### src/rtl/axis_pkg.sv
// ---------------------------------------------------------------------------
// axis_pkg
// Shared definitions for the AXI-Stream receiver slice: receive FSM state
// encoding, sideband widths, counter width and a saturating increment helper.
// ---------------------------------------------------------------------------
package axis_pkg;

    localparam int USER_W = 2;
    localparam int DEST_W = 8;
    localparam int ID_W   = 1;
    localparam int CNT_W  = 16;

    localparam logic [CNT_W-1:0] CNT_MAX = 16'hFFFF;

    // IDLE: no packet in progress, RECV: storing a packet, DROP: discarding one
    typedef enum logic [1:0] {
        IDLE = 2'd0,
        RECV = 2'd1,
        DROP = 2'd2
    } rx_state_t;

    // Increment that sticks at all-ones instead of wrapping
    function automatic logic [CNT_W-1:0] sat_inc16(input logic [CNT_W-1:0] value);
        logic [CNT_W-1:0] result;
        if (value == CNT_MAX) begin
            result = value;
        end else begin
            result = value + 16'd1;
        end
        return result;
    endfunction

endpackage

### src/rtl/axis_rx_fifo.sv
// ---------------------------------------------------------------------------
// axis_rx_fifo
// Synchronous FIFO holding received beats. Head is presented combinationally
// from storage so a beat written into an empty FIFO is visible one cycle after
// the write edge. Storage is cleared on reset so the head reads as zero.
//
// Ports:
//   clk        in   clock, rising edge
//   rst        in   synchronous active-high reset
//   push       in   write push_data (ignored when full)
//   push_data  in   WIDTH-bit entry
//   pop        in   remove head (ignored when empty)
//   pop_data   out  current head entry
//   full       out  occupancy == DEPTH
//   empty      out  occupancy == 0
//   count      out  occupancy, log2(DEPTH)+1 bits
// ---------------------------------------------------------------------------
module axis_rx_fifo #(
    parameter int WIDTH = 8,
    parameter int DEPTH = 4
) (
    input  logic                     clk,
    input  logic                     rst,
    input  logic                     push,
    input  logic [WIDTH-1:0]         push_data,
    input  logic                     pop,
    output logic [WIDTH-1:0]         pop_data,
    output logic                     full,
    output logic                     empty,
    output logic [$clog2(DEPTH):0]   count
);

    localparam int AW = $clog2(DEPTH);
    localparam logic [AW-1:0] PTR_ONE = AW'(1);
    localparam logic [AW:0]   CNT_ONE = (AW + 1)'(1);
    localparam logic [AW:0]   CNT_DEPTH = (AW + 1)'(DEPTH);

    logic [WIDTH-1:0] mem_r [DEPTH];
    logic [AW-1:0]    wr_ptr_r;
    logic [AW-1:0]    rd_ptr_r;
    logic [AW:0]      count_r;
    logic             full_s;
    logic             empty_s;
    logic             push_ok_s;
    logic             pop_ok_s;

    assign full_s    = (count_r == CNT_DEPTH);
    assign empty_s   = (count_r == {(AW + 1){1'b0}});
    assign push_ok_s = push && !full_s;
    assign pop_ok_s  = pop && !empty_s;

    assign pop_data = mem_r[rd_ptr_r];
    assign full     = full_s;
    assign empty    = empty_s;
    assign count    = count_r;

    // Storage, pointers (wrap naturally at power-of-2 depth) and occupancy
    always_ff @(posedge clk) begin
        if (rst) begin
            for (int i = 0; i < DEPTH; i++) begin
                mem_r[i] <= {WIDTH{1'b0}};
            end
            wr_ptr_r <= {AW{1'b0}};
            rd_ptr_r <= {AW{1'b0}};
            count_r  <= {(AW + 1){1'b0}};
        end else begin
            if (push_ok_s) begin
                mem_r[wr_ptr_r] <= push_data;
                wr_ptr_r        <= wr_ptr_r + PTR_ONE;
            end
            if (pop_ok_s) begin
                rd_ptr_r <= rd_ptr_r + PTR_ONE;
            end
            case ({push_ok_s, pop_ok_s})
                2'b10:   count_r <= count_r + CNT_ONE;
                2'b01:   count_r <= count_r - CNT_ONE;
                default: count_r <= count_r;
            endcase
        end
    end

endmodule

### src/rtl/axi_stream_receiver.sv
// ---------------------------------------------------------------------------
// axi_stream_receiver
// AXI-Stream sink that accepts packets addressed to MY_DEST into a FIFO and
// silently discards packets for other destinations. The destination is judged
// on the first beat only; the rest of the packet follows that decision.
// Reports the length of each stored packet and counts dropped packets.
//
// Ports:
//   ACLK, ARESET            clock / synchronous active-high reset
//   TVALID/TREADY           upstream handshake
//   TDATA, TKEEP, TLAST,
//   TUSER, TID, TDEST       upstream beat fields
//   out_valid/out_ready     downstream handshake on FIFO head
//   out_data, out_keep,
//   out_last, out_user,
//   out_id                  FIFO head fields
//   pkt_done                one-cycle pulse after a stored packet's last beat
//   pkt_len                 beats in the last stored packet (saturating)
//   drop_cnt                dropped packet count (saturating)
// ---------------------------------------------------------------------------
module axi_stream_receiver
    import axis_pkg::*;
#(
    parameter int              DATA_WIDTH = 16,
    parameter int              DEPTH      = 4,
    parameter logic [DEST_W-1:0] MY_DEST  = 8'h00
) (
    input  logic                    ACLK,
    input  logic                    ARESET,
    input  logic                    TVALID,
    output logic                    TREADY,
    input  logic [DATA_WIDTH-1:0]   TDATA,
    input  logic [DATA_WIDTH/8-1:0] TKEEP,
    input  logic                    TLAST,
    input  logic [USER_W-1:0]       TUSER,
    input  logic [ID_W-1:0]         TID,
    input  logic [DEST_W-1:0]       TDEST,
    output logic                    out_valid,
    input  logic                    out_ready,
    output logic [DATA_WIDTH-1:0]   out_data,
    output logic [DATA_WIDTH/8-1:0] out_keep,
    output logic                    out_last,
    output logic [USER_W-1:0]       out_user,
    output logic [ID_W-1:0]         out_id,
    output logic                    pkt_done,
    output logic [CNT_W-1:0]        pkt_len,
    output logic [CNT_W-1:0]        drop_cnt
);

    localparam int KEEP_W    = DATA_WIDTH / 8;
    localparam int PAYLOAD_W = DATA_WIDTH + KEEP_W + 1 + USER_W + ID_W;
    localparam int AW        = $clog2(DEPTH);
    localparam logic [AW:0] FIFO_DEPTH_C = (AW + 1)'(DEPTH);

    rx_state_t              state_r;
    rx_state_t              state_nxt_s;
    logic                   accept_s;
    logic                   wr_s;
    logic                   drop_inc_s;
    logic                   tready_s;
    logic                   full_s;
    logic                   empty_s;
    logic [AW:0]            count_s;
    logic [PAYLOAD_W-1:0]   wr_payload_s;
    logic [PAYLOAD_W-1:0]   head_s;
    logic [CNT_W-1:0]       beat_cnt_r;
    logic [CNT_W-1:0]       pkt_len_r;
    logic [CNT_W-1:0]       drop_cnt_r;
    logic                   pkt_done_r;

    // Ready is a function of registered state only. DROP never stalls since
    // nothing is stored; the full flag and occupancy are both consulted so a
    // disagreement between them blocks the write rather than overrunning.
    assign tready_s = (state_r == DROP) || (!full_s && (count_s < FIFO_DEPTH_C));
    assign accept_s = TVALID && tready_s;

    assign wr_payload_s = {TDATA, TKEEP, TLAST, TUSER, TID};

    axis_rx_fifo #(
        .WIDTH (PAYLOAD_W),
        .DEPTH (DEPTH)
    ) u_fifo (
        .clk       (ACLK),
        .rst       (ARESET),
        .push      (wr_s),
        .push_data (wr_payload_s),
        .pop       (out_ready),
        .pop_data  (head_s),
        .full      (full_s),
        .empty     (empty_s),
        .count     (count_s)
    );

    // Next-state and write/drop decisions for the packet filter
    always_comb begin
        state_nxt_s = state_r;
        wr_s        = 1'b0;
        drop_inc_s  = 1'b0;
        case (state_r)
            IDLE: begin
                if (accept_s) begin
                    if (TDEST == MY_DEST) begin
                        wr_s = 1'b1;
                        if (TLAST) begin
                            state_nxt_s = IDLE;
                        end else begin
                            state_nxt_s = RECV;
                        end
                    end else begin
                        if (TLAST) begin
                            drop_inc_s  = 1'b1;
                            state_nxt_s = IDLE;
                        end else begin
                            state_nxt_s = DROP;
                        end
                    end
                end else begin
                    state_nxt_s = IDLE;
                end
            end
            RECV: begin
                if (accept_s) begin
                    wr_s = 1'b1;
                    if (TLAST) begin
                        state_nxt_s = IDLE;
                    end else begin
                        state_nxt_s = RECV;
                    end
                end else begin
                    state_nxt_s = RECV;
                end
            end
            DROP: begin
                if (accept_s && TLAST) begin
                    drop_inc_s  = 1'b1;
                    state_nxt_s = IDLE;
                end else begin
                    state_nxt_s = DROP;
                end
            end
            default: begin
                state_nxt_s = IDLE;
            end
        endcase
    end

    // State register plus packet length, completion pulse and drop counters
    always_ff @(posedge ACLK) begin
        if (ARESET) begin
            state_r    <= IDLE;
            beat_cnt_r <= 16'd0;
            pkt_len_r  <= 16'd0;
            drop_cnt_r <= 16'd0;
            pkt_done_r <= 1'b0;
        end else begin
            state_r    <= state_nxt_s;
            pkt_done_r <= wr_s && TLAST;
            if (wr_s && TLAST) begin
                // Closing beat counts toward the length being reported
                pkt_len_r  <= sat_inc16(beat_cnt_r);
                beat_cnt_r <= 16'd0;
            end else if (wr_s) begin
                beat_cnt_r <= sat_inc16(beat_cnt_r);
            end else begin
                beat_cnt_r <= beat_cnt_r;
            end
            if (drop_inc_s) begin
                drop_cnt_r <= sat_inc16(drop_cnt_r);
            end else begin
                drop_cnt_r <= drop_cnt_r;
            end
        end
    end

    assign TREADY    = tready_s;
    assign out_valid = !empty_s;
    assign {out_data, out_keep, out_last, out_user, out_id} = head_s;
    assign pkt_done  = pkt_done_r;
    assign pkt_len   = pkt_len_r;
    assign drop_cnt  = drop_cnt_r;

endmodule

### config.mk
export PLATFORM = sky130hd
export DESIGN_NAME = axi_stream_receiver
export DESIGN_NICKNAME = d
export VERILOG_FILES = /design/src/rtl/axis_pkg.sv /design/src/rtl/axis_rx_fifo.sv /design/src/rtl/axi_stream_receiver.sv
export SDC_FILE = /design/constraint.sdc
export NUM_CORES = 1
export LEC_CHECK = 0
export ABC_AREA = 1
export ABC_CLOCK_PERIOD_IN_PS = 4300
export CORE_MARGIN = 4
export CORE_UTILIZATION = 55
export CTS_CLUSTER_SIZE = 20
export DETAILED_ROUTE_END_ITERATION = 12
export PLACE_DENSITY = 0.85
export SLEW_MARGIN = 20
export SYNTH_ARGS = -nofsm -noshare
export SYNTH_HDL_FRONTEND = slang
export SYNTH_SLANG_ARGS = --single-unit
### constraint.sdc
create_clock -name ACLK -period 4.3 [get_ports ACLK]
set_input_delay 0.86 -clock ACLK [delete_from_list [all_inputs] [get_ports ACLK]]
set_output_delay 0.86 -clock ACLK [all_outputs]
set_load 0.05 [all_outputs]
==> results_dict.tcl, run 1 <==
set metrics [dict create \
    critPathMaxFanout 22 \
    syn-num-nets 837 \
    ir_worst_vdd_v 0.000227 \
    cts_tree "yes" \
    post-cts-setup-buffer-count 0 \
    worst_path_max_delay_cell "clkdlybuf4s50_1" \
    ctsHoldBuffers 0 \
    grt-ovfl-total 0 \
    ys_ff_latch 148 \
    min_period_over_period_pct 83.4 \
    drv_cap 0 \
    fin_tns_setup_ns 0 \
    synth_top_area_share_pct 38.1 \
    antenna_cells 0 \
    rows 40 \
    die_area_um2 14500 \
    drt_wl_total_mm 15.8 \
    die_x_um 120 \
    cts.clk_slew.worst_paths_ns 0.06 \
    fin_util_pct 70.0 \
    worst_slew_pin_slew_ns 0.769 \
    syn_area_per_cell_um2 8.68 \
    fmax_mhz 279 \
    core_area_um2 12200 \
    grt_setup_unrepaired "false" \
    cts_buffers 17 \
    p_per_area_nw_per_um2 405 \
    synth_seq_area_share_pct 55.4 \
    routabilityCongestion 0.882 \
    finClkSkew_ns 0.00653 \
    cts_resized 0 \
    root_buffer "clkbuf_16" \
    worstPathArrival_ns 2.72 \
    crit_required_ns 3.44 \
    io_buffer_count 90 \
    final_cells 1064 \
    leakage_nw 3.35 \
    drtIter0Drc 451 \
    setup_viol 0 \
    dpl.cell_count 1032 \
    slew_viol_final 0 \
    grt_max_degree 28 \
    slowest_delay_ns 0.86 \
    synthTopCellsByArea "edfxtp_1 (38%), dfxtp_1 (17%), nand2_1 (9.5%), nor2_1 (8.7%), o21ai_0 (4.4%)" \
    place_hpwl_mm 10.6 \
    h-tree-depth 4 \
    slew_headroom_pct 48.7 \
    first_pass_iters 7 \
    synthDistinctLibCells 35 \
    ant_nets 0 \
    synthFlopType "edfxtp_1" \
    start_util_pct 57.0 \
    clock_sinks 148 \
    syn_to_final_growth_pct 22.6 \
    crit_type "flip-flop to primary output" \
    fin_area_um2 8510 \
    die_h_um 120 \
    worstSetupStartpointType "flip-flop" \
    outcome "finished, final reports clean" \
    period_minus_slack_ns 3.58 \
    worstSetupEndpointType "primary output" \
    viasPerCell 5.36 \
    layout.nets 921 \
    critPathBufInv 2 \
    drc 0 \
    syn_area_um2 6940 \
    wl_per_cell_um 14.9 \
    io_pins 91 \
    layout-drive-gt1-share_pct 9.04 \
    worstSkewPairLatency_ns 0.43 \
    placed_area_um2 7950 \
    path_cells "inv_1 -> o21ai_0 -> o22ai_1 -> clkdlybuf4s50_1" \
    first_global_vias 5519 \
    syn_inst 799 \
    crit_family "buffers and inverters" \
    min_path_type "flip-flop to flip-flop" \
    track_usage_pct 23.0 \
    yosys_warnings 0 \
    synth_edf_count 88 \
    grt_first_pass_wirelength_mm 26.7 \
    cts_max_path_buffers 2 \
    yosysTopAreaCell "edfxtp_1" \
    antenna_found_initial 0 \
    synthArstFlopShare_pct 0 \
    route.vias.total 5701 \
    hold_viol 0 \
]
cell type report:
cell class,count,area (um^2)
Timing Repair Buffer,101,983
Inverter,60,225
Sequential cell,148,3840
Fill cell,917,3650
Multi-Input combinational cell,555,2690
Tap cell,168,210
Clock inverter,14,129
Clock buffer,18,429
per-layer routing:
layer / part of all wire (%) / global-route usage [%] / up-vias / wire length [um]
met5: 0 / 0 / - / 0
met4: 2.0 / 9.21 / 0 / 319
met3: 6.0 / 5.00 / 29 / 945
met2: 50 / 38.1 / 202 / 7930
met1: 42 / 29.4 / 2660 / 6650
li1: - / - / 2810 / -
placed cells by master, fill, tap and decap left out, types with 2 or more instances in the layout:
cell               n
inv_1             58
dfxtp_1           60
nand2_4            3
ha_1               3
clkinv_2           2
inv_6              4
a21oi_1           33
nor2_1           161
o21ai_0           60
clkbuf_16         17
edfxtp_1          88
nand2_1          175
nand2_2            2
nand3_1           34
nor3_1             6
nor2_4             2
nand4_1            4
inv_2              2
buf_4             11
clkinv_4           3
or2_2              3
and2_1             2
nor2_2             2
nand3_4            2
clkinvlp_4         3
nor3_2            19
o22ai_1           22
clkdlybuf4s50_1   90
xnor2_1            8
xor2_1             6
cells in the mapped netlist, types with 2 or more instances:
cell type,instances
a21oi_1,33
and2_1,2
buf_1,2
buf_2,6
buf_4,3
buf_6,6
clkbuf_1,19
dfxtp_1,60
edfxtp_1,88
ha_1,3
inv_1,58
inv_2,2
nand2_1,175
nand2_2,2
nand2_4,3
nand3_1,34
nand3_4,2
nand4_1,4
nor2_1,161
nor2_2,2
nor2_4,2
nor3_1,6
nor3_2,19
o21ai_0,61
o22ai_1,22
or2_2,3
xnor2_1,8
xor2_1,6
sequential cells by signal, indices dropped and copies added (netlist names), named ones only:
name             flops
pkt_done             1
u_fifo.mem_r        88
beat_cnt_r          16
u_fifo.wr_ptr_r      2
drop_cnt            16
state_r              2
u_fifo.rd_ptr_r      2
pkt_len             16
u_fifo.count         3
worst register-to-register path, stage by stage (launching register included):
cell and delay (ns):
dfxtp_1 0.42, nand2_1 0.09, nand2_2 0.08, nand2_2 0.06
nor2_2 0.19, nand2_4 0.25, nor2_8 0.24, nand3_4 0.28
nand2_1 0.15, buf_4 0.33
through the flow:
step	hold WS [ns]	worst slack (ns)	total power, W
2_1_floorplan	0.423	0.544	0.00190
3_3_place_gp	0.435	0.995	0.00206
3_5_place_dp	0.438	0.910	0.00207
4_1_cts	0.454	0.733	0.00346
5_1_grt	0.468	0.570	0.00356
6_report	0.450	0.716	0.00345
path summary, 6_finish.rpt:
kind	cells past startpoint	endpoint	start	slack, ns
worst max-delay path	4	out_user[0]	flip-flop	0.72
worst min-delay path	2	pkt_len[11]$_SDFFE_PP0P_	pkt_len[11]$_SDFFE_PP0P_	0.45
worst max register to register	9	u_fifo.mem_r[1][9]$_SDFFCE_PN0P_	state_r[1]$_SDFF_PP0_	1.88
worst min register to register	2	pkt_len[11]$_SDFFE_PP0P_	pkt_len[11]$_SDFFE_PP0P_	0.45
kinds of logic (layout without fill, tap and decap cells):
group                      after synthesis  in the layout  synth area share (%)
DFF                                    148            148                  55.4
buffers and inverters                   96            193                  6.11
adders and majority gates                4              4                 0.830
and+or+nand+nor                        418            418                  26.8
AOI/OAI and AO/OA                      119            119                  9.05
xor gates and xnor gates                14             14                  1.77
power breakdown:
group / switching, W / total, W / internal (W) / leakage [nW]
combinational: 0.000338 / 0.000495 / 0.000158 / 1.69
clock: 0.000603 / 0.00140 / 0.000800 / 0.264
sequential: 0.0000160 / 0.00155 / 0.00153 / 1.39
total: 0.000956 / 0.00345 / 0.00249 / 3.35
Note: power is estimated with default switching activity, not from simulation.
==> inputs of run 2 (changes only) <==
--- a/config.mk
+++ b/config.mk
@@ -6,7 +6,7 @@
 export NUM_CORES = 1
 export LEC_CHECK = 0
 export ABC_AREA = 1
-export ABC_CLOCK_PERIOD_IN_PS = 4300
+export ABC_CLOCK_PERIOD_IN_PS = 3700
 export CORE_MARGIN = 4
 export CORE_UTILIZATION = 55
 export CTS_CLUSTER_SIZE = 20
==> constraint.sdc (replaced) <==
create_clock -name ACLK -period 3.7 [get_ports ACLK]
set_input_delay 0.74 -clock ACLK [delete_from_list [all_inputs] [get_ports ACLK]]
set_output_delay 0.74 -clock ACLK [all_outputs]
set_load 0.05 [all_outputs]
==> results_dict.tcl, run 2 (synthesis gave the netlist of run 1 again) <==
set metrics [dict create \
    worst_slew_pin_slew_ns 0.782 \
    grt_max_degree 46 \
    route.vias.total 5699 \
    cts_max_path_buffers 2 \
    clockPowerShare_pct 43.7 \
    final_common_cell "nand2_1" \
    crit_path_end "out_user[0]" \
    wl_per_cell_um 14.9 \
    worstSkewPairLatency_ns 0.42 \
    slew_viol_final 0 \
    fillers 956 \
    min_period_over_period_pct 78.3 \
    fin_util_pct 70.2 \
    leakage_nw 3.42 \
    slew_headroom_pct 47.8 \
    ctsHoldBuffers 0 \
    crit_required_ns 2.96 \
    rr_endpoint "u_fifo.count[2]$_SDFFE_PP0P_" \
    finClkSkew_ns 0.00879 \
    die_area_um2 14500 \
    setup_viol 0 \
    top_register "u_fifo.mem_r" \
    drc 0 \
    routabilityCongestion 0.831 \
    seq_area_um2 3840 \
    drt_wl_total_mm 15.9 \
    worstSetupEndpointType "primary output" \
    p_per_area_nw_per_um2 489 \
    post-cts-setup-buffer-count 0 \
    largest_reg_flops 88 \
    io_buffer_count 90 \
    ant_nets 0 \
    swShare_pct 26.3 \
    layout.nets 923 \
    core_area_um2 12200 \
    antenna_cells 0 \
    period_minus_slack_ns 2.90 \
    drtIter0Drc 520 \
    comb_power_share_pct 13.3 \
    outcome "finished, final reports clean" \
    syn_to_final_growth_pct 23.1 \
    fin_tns_setup_ns 0 \
    h-tree-depth 4 \
    grt_first_pass_wirelength_mm 26.7 \
    reg2reg_from "state_r[0]$_SDFF_PP0_" \
    root_buffer "clkbuf_16" \
    r2r_slack_ns 1.48 \
    clock_sinks 148 \
    ir_worst_vdd_v 0.000247 \
    first_global_vias 5710 \
    place_hpwl_mm 10.2 \
    io_pins 91 \
    setup_ws_ns 0.805 \
    worstSetupStartpointType "flip-flop" \
    min_path_type "flip-flop to flip-flop" \
    die_h_um 120 \
    cts.clk_slew.worst_paths_ns 0.06 \
    cts_tree "yes" \
    die_x_um 120 \
    fmax_mhz 345 \
    start_util_pct 57.0 \
    cts_buffers 17 \
    track_usage_pct 22.9 \
    p_switching_w 0.00110 \
    multi_input_area_um2 2690 \
    layout-drive-gt1-share_pct 11.8 \
    rr_worst_depth 13 \
    critPathMaxFanout 23 \
    pre_cts_ws_ns 0.664 \
    hold_viol 0 \
    grt-ovfl-total 0 \
    antenna_found_initial 0 \
    p_int_w 0.00308 \
    drv_cap 0 \
    seqPwrFrac_pct 43.1 \
    final_cell_mix "nand2_1 (175), nor2_1 (161), edfxtp_1 (88), clkdlybuf4s50_1 (68)" \
    cts_resized 0 \
    crit_type "flip-flop to primary output" \
    rows 40 \
    viasPerCell 5.35 \
    grt_setup_unrepaired "false" \
    worstPathArrival_ns 2.16 \
    first_pass_iters 4 \
]
## run 2: layer usage
layer  up-vias  GRT usage [%]  routed length [um]
met5         -              0                   0
met4         0           8.99                 233
met3        23           4.40                 809
met2       173           40.0                8180
met1      2696           28.0                6680
li1       2807              -                   -
## run 2: layout make-up
type	instances	share of cell area (%)
multi-input cells	555	31.5
clock inverters	15	2.40
clock buffers	17	4.98
repair buffers	103	11.0
well taps	168	2.46
flip-flops and latches	148	45.0
inverters	60	2.64
## run 2: critical path, stage by stage, from the launching register on
cell	delay [ns]
dfxtp_1	0.29
buf_4	0.21
inv_1	0.49
o21ai_0	0.22
o22ai_1	0.26
buf_4	0.26
## run 2: worst min-delay path by stage
stage                                   end                            start  depth (start not counted)  slack (ns)
2_1_floorplan  u_fifo.count[0]$_SDFFE_PP0P_     u_fifo.count[0]$_SDFFE_PP0P_                          1        0.42
3_3_place_gp       pkt_len[15]$_SDFFE_PP0P_         pkt_len[15]$_SDFFE_PP0P_                          2        0.44
3_5_place_dp       pkt_len[15]$_SDFFE_PP0P_         pkt_len[15]$_SDFFE_PP0P_                          2        0.44
4_1_cts            pkt_len[15]$_SDFFE_PP0P_         pkt_len[15]$_SDFFE_PP0P_                          2        0.45
5_1_grt                           flip-flop  u_fifo.rd_ptr_r[1]$_SDFFE_PP0P_                          2        0.48
6_report           pkt_len[15]$_SDFFE_PP0P_         pkt_len[15]$_SDFFE_PP0P_                          2        0.45
## run 2: power groups by stage
stage / clock, W / sequential, W / combinational, W
5_1_grt: 0.00192 / 0.00180 / 0.000593
3_3_place_gp: 0 / 0.00183 / 0.000548
3_5_place_dp: 0 / 0.00183 / 0.000554
4_1_cts: 0.00184 / 0.00180 / 0.000558
6_report: 0.00182 / 0.00180 / 0.000555
2_1_floorplan: 0 / 0.00183 / 0.000371
## run 2: through the flow
step           power [W]  hold WS [ns]  cells  area [um^2]
6_report         0.00418         0.447   1066         8540
5_1_grt          0.00432         0.477   1066         8540
4_1_cts          0.00420         0.451   1066         8540
3_5_place_dp     0.00239         0.436   1034         7910
3_3_place_gp     0.00238         0.435   1034         7910
2_1_floorplan    0.00221         0.423    799         6940
==> inputs of run 3 (changes only) <==
--- a/config.mk
+++ b/config.mk
@@ -6,12 +6,12 @@
 export NUM_CORES = 1
 export LEC_CHECK = 0
 export ABC_AREA = 1
-export ABC_CLOCK_PERIOD_IN_PS = 3700
+export ABC_CLOCK_PERIOD_IN_PS = 2400
 export CORE_MARGIN = 4
-export CORE_UTILIZATION = 55
+export CORE_UTILIZATION = 50
 export CTS_CLUSTER_SIZE = 20
 export DETAILED_ROUTE_END_ITERATION = 12
-export PLACE_DENSITY = 0.85
+export PLACE_DENSITY = 0.81
 export SLEW_MARGIN = 20
 export SYNTH_ARGS = -nofsm -noshare
 export SYNTH_HDL_FRONTEND = slang
==> constraint.sdc (replaced) <==
create_clock -name ACLK -period 2.4 [get_ports ACLK]
set_input_delay 0.48 -clock ACLK [delete_from_list [all_inputs] [get_ports ACLK]]
set_output_delay 0.48 -clock ACLK [all_outputs]
set_load 0.05 [all_outputs]
==> results_dict.tcl, run 3 (synthesis gave the netlist of run 1 again) <==
set metrics [dict create \
    largest_reg_flops 88 \
    p_switching_w 0.00165 \
    min_path_type "flip-flop to flip-flop" \
    cts_max_path_buffers 2 \
    first_pass_iters 5 \
    ant_nets 0 \
    top_register "u_fifo.mem_r" \
    wl_per_cell_um 14.7 \
    routabilityCongestion 0.856 \
    grt-ovfl-total 0 \
    worst_path_max_delay_cell "dfxtp_1" \
    viasPerCell 5.26 \
    period_minus_slack_ns 2.30 \
    grt_first_pass_wirelength_mm 26.9 \
    pre_cts_ws_ns -0.0828 \
    p_int_w 0.00449 \
    worstSetupEndpointType "primary output" \
    rr_worst_depth 7 \
    final_cell_mix "nand2_1 (175), nor2_1 (161), edfxtp_1 (88), clkdlybuf4s50_1 (67)" \
    crit_required_ns 1.92 \
    route.vias.total 5728 \
    min_period_over_period_pct 95.7 \
    place_hpwl_mm 10.3 \
    first_global_vias 5632 \
    dpl.cell_count 1057 \
    h-tree-depth 4 \
    rr_endpoint "beat_cnt_r[14]$_SDFFE_PP0N_" \
    final_common_cell "nand2_1" \
    p_per_area_nw_per_um2 707 \
    rows 42 \
    outcome "finished, final reports clean" \
    path_depth 4 \
    crit_top_cell "buf_4" \
    die_area_um2 15800 \
    hold_viol 0 \
    clockPowerShare_pct 40.4 \
    crit_path_end "out_data[10]" \
    drtIter0Drc 490 \
    root_buffer "clkbuf_16" \
    crit_family "buffers and inverters" \
    ir_worst_vdd_v 0.000442 \
    track_usage_pct 20.9 \
    final_cells 1089 \
    slowest_delay_ns 0.40 \
    critPathMaxFanout 22 \
    syn_to_final_growth_pct 25.1 \
    antenna_found_initial 0 \
    cts.clk_slew.worst_paths_ns 0.06 \
    slew_headroom_pct 64.0 \
    hp-start "pkt_len[3]$_SDFFE_PP0P_" \
    setup_ws_ns 0.104 \
    comb_power_share_pct 14.4 \
    leakage_nw 3.50 \
    drv_cap 0 \
    antenna_cells 0 \
    crit_type "flip-flop to primary output" \
    cts_buffers 17 \
    worst_slew_pin_slew_ns 0.538 \
    core_area_um2 13400 \
    finClkSkew_ns 0.0103 \
    grt_setup_unrepaired "false" \
    reg2reg_from "beat_cnt_r[0]$_SDFFE_PP0N_" \
    grt_max_degree 45 \
    die_x_um 126 \
    start_util_pct 51.8 \
    worstSetupStartpointType "flip-flop" \
    worstSkewPairLatency_ns 0.42 \
    die_h_um 126 \
    io_pins 91 \
    swShare_pct 26.8 \
    layout.nets 938 \
    drt_wl_total_mm 16.0 \
    seqPwrFrac_pct 45.2 \
    ctsHoldBuffers 0 \
    drc 0 \
    worstPathArrival_ns 1.82 \
    layout-drive-gt1-share_pct 13.3 \
    critPathBufInv 2 \
    r2r_slack_ns 0.39 \
    io_buffer_count 90 \
    fmax_mhz 435 \
    clock_sinks 148 \
    slew_viol_final 0 \
    setup_viol 0 \
    cts_tree "yes" \
    path_cells "buf_4 -> o21ai_0 -> o22ai_1 -> buf_4" \
]
## run 3: worst min-delay path by stage
stage / cells after the start / slack, ns / end
after floorplan: 1 / 0.42 / u_fifo.count[0]$_SDFFE_PP0P_
after global placement: 1 / 0.43 / u_fifo.count[0]$_SDFFE_PP0P_
after detailed placement: 2 / 0.44 / pkt_len[0]$_SDFFE_PP0P_
after CTS: 2 / 0.45 / pkt_len[3]$_SDFFE_PP0P_
after global routing: 2 / 0.47 / pkt_len[3]$_SDFFE_PP0P_
final: 2 / 0.45 / pkt_len[3]$_SDFFE_PP0P_
## run 3: tightest hold or removal path: stages, from the launching register on
cell     delay (ns)
dfxtp_1        0.30
nand2_1        0.06
nand2_1        0.04
## run 3: cell type report
type                       count  area [um^2]
timing repair buffer         118         1140
multi-input combinational    555         2690
inverter                      60          229
tap                          176          220
clock inverter                11         71.3
sequential                   148         3840
clock buffer                  21          493
fill                        1130         4720
## run 3: power by group through the flow
stage	registers (W)	clock network, W	logic (W)
final	0.00278	0.00248	0.000887
after detailed placement	0.00283	0	0.000882
after global placement	0.00283	0	0.000873
after floorplan	0.00283	0	0.000574
after global routing	0.00278	0.00263	0.000952
after CTS	0.00278	0.00251	0.000887
## run 3: repair_timing
action                                  in CTS  in global routing
endpoints found under the setup margin       0                  9
buffers inserted                             0                  0
hold endpoints to repair                     0                  0
resized for setup                            0                  3
## run 3: through the flow
| step | util [%] | cell area, um^2 | power [W] | hold WS [ns] | TNS [ns] |
|---|---|---|---|---|---|
| 6_report | 64.8 | 8680 | 0.00614 | 0.445 | 0 |
| 5_1_grt | 64.8 | 8680 | 0.00637 | 0.474 | 0 |
| 4_1_cts | 64.7 | 8670 | 0.00618 | 0.451 | 0 |
| 3_5_place_dp | 60.5 | 8110 | 0.00371 | 0.438 | -0.0839 |
| 3_3_place_gp | 60.5 | 8110 | 0.00370 | 0.432 | -0.0360 |
| 2_1_floorplan | - | 6960 | 0.00340 | 0.424 | 0 |
## run 3: metal layers
layer  vias up  GRT usage (%)  wire length [um]
met5         -              0                 0
met3        19           5.29               958
met2       186           36.8              8120
met1      2679           25.4              6740
met4         0           6.06               178
li1       2844              -                 -
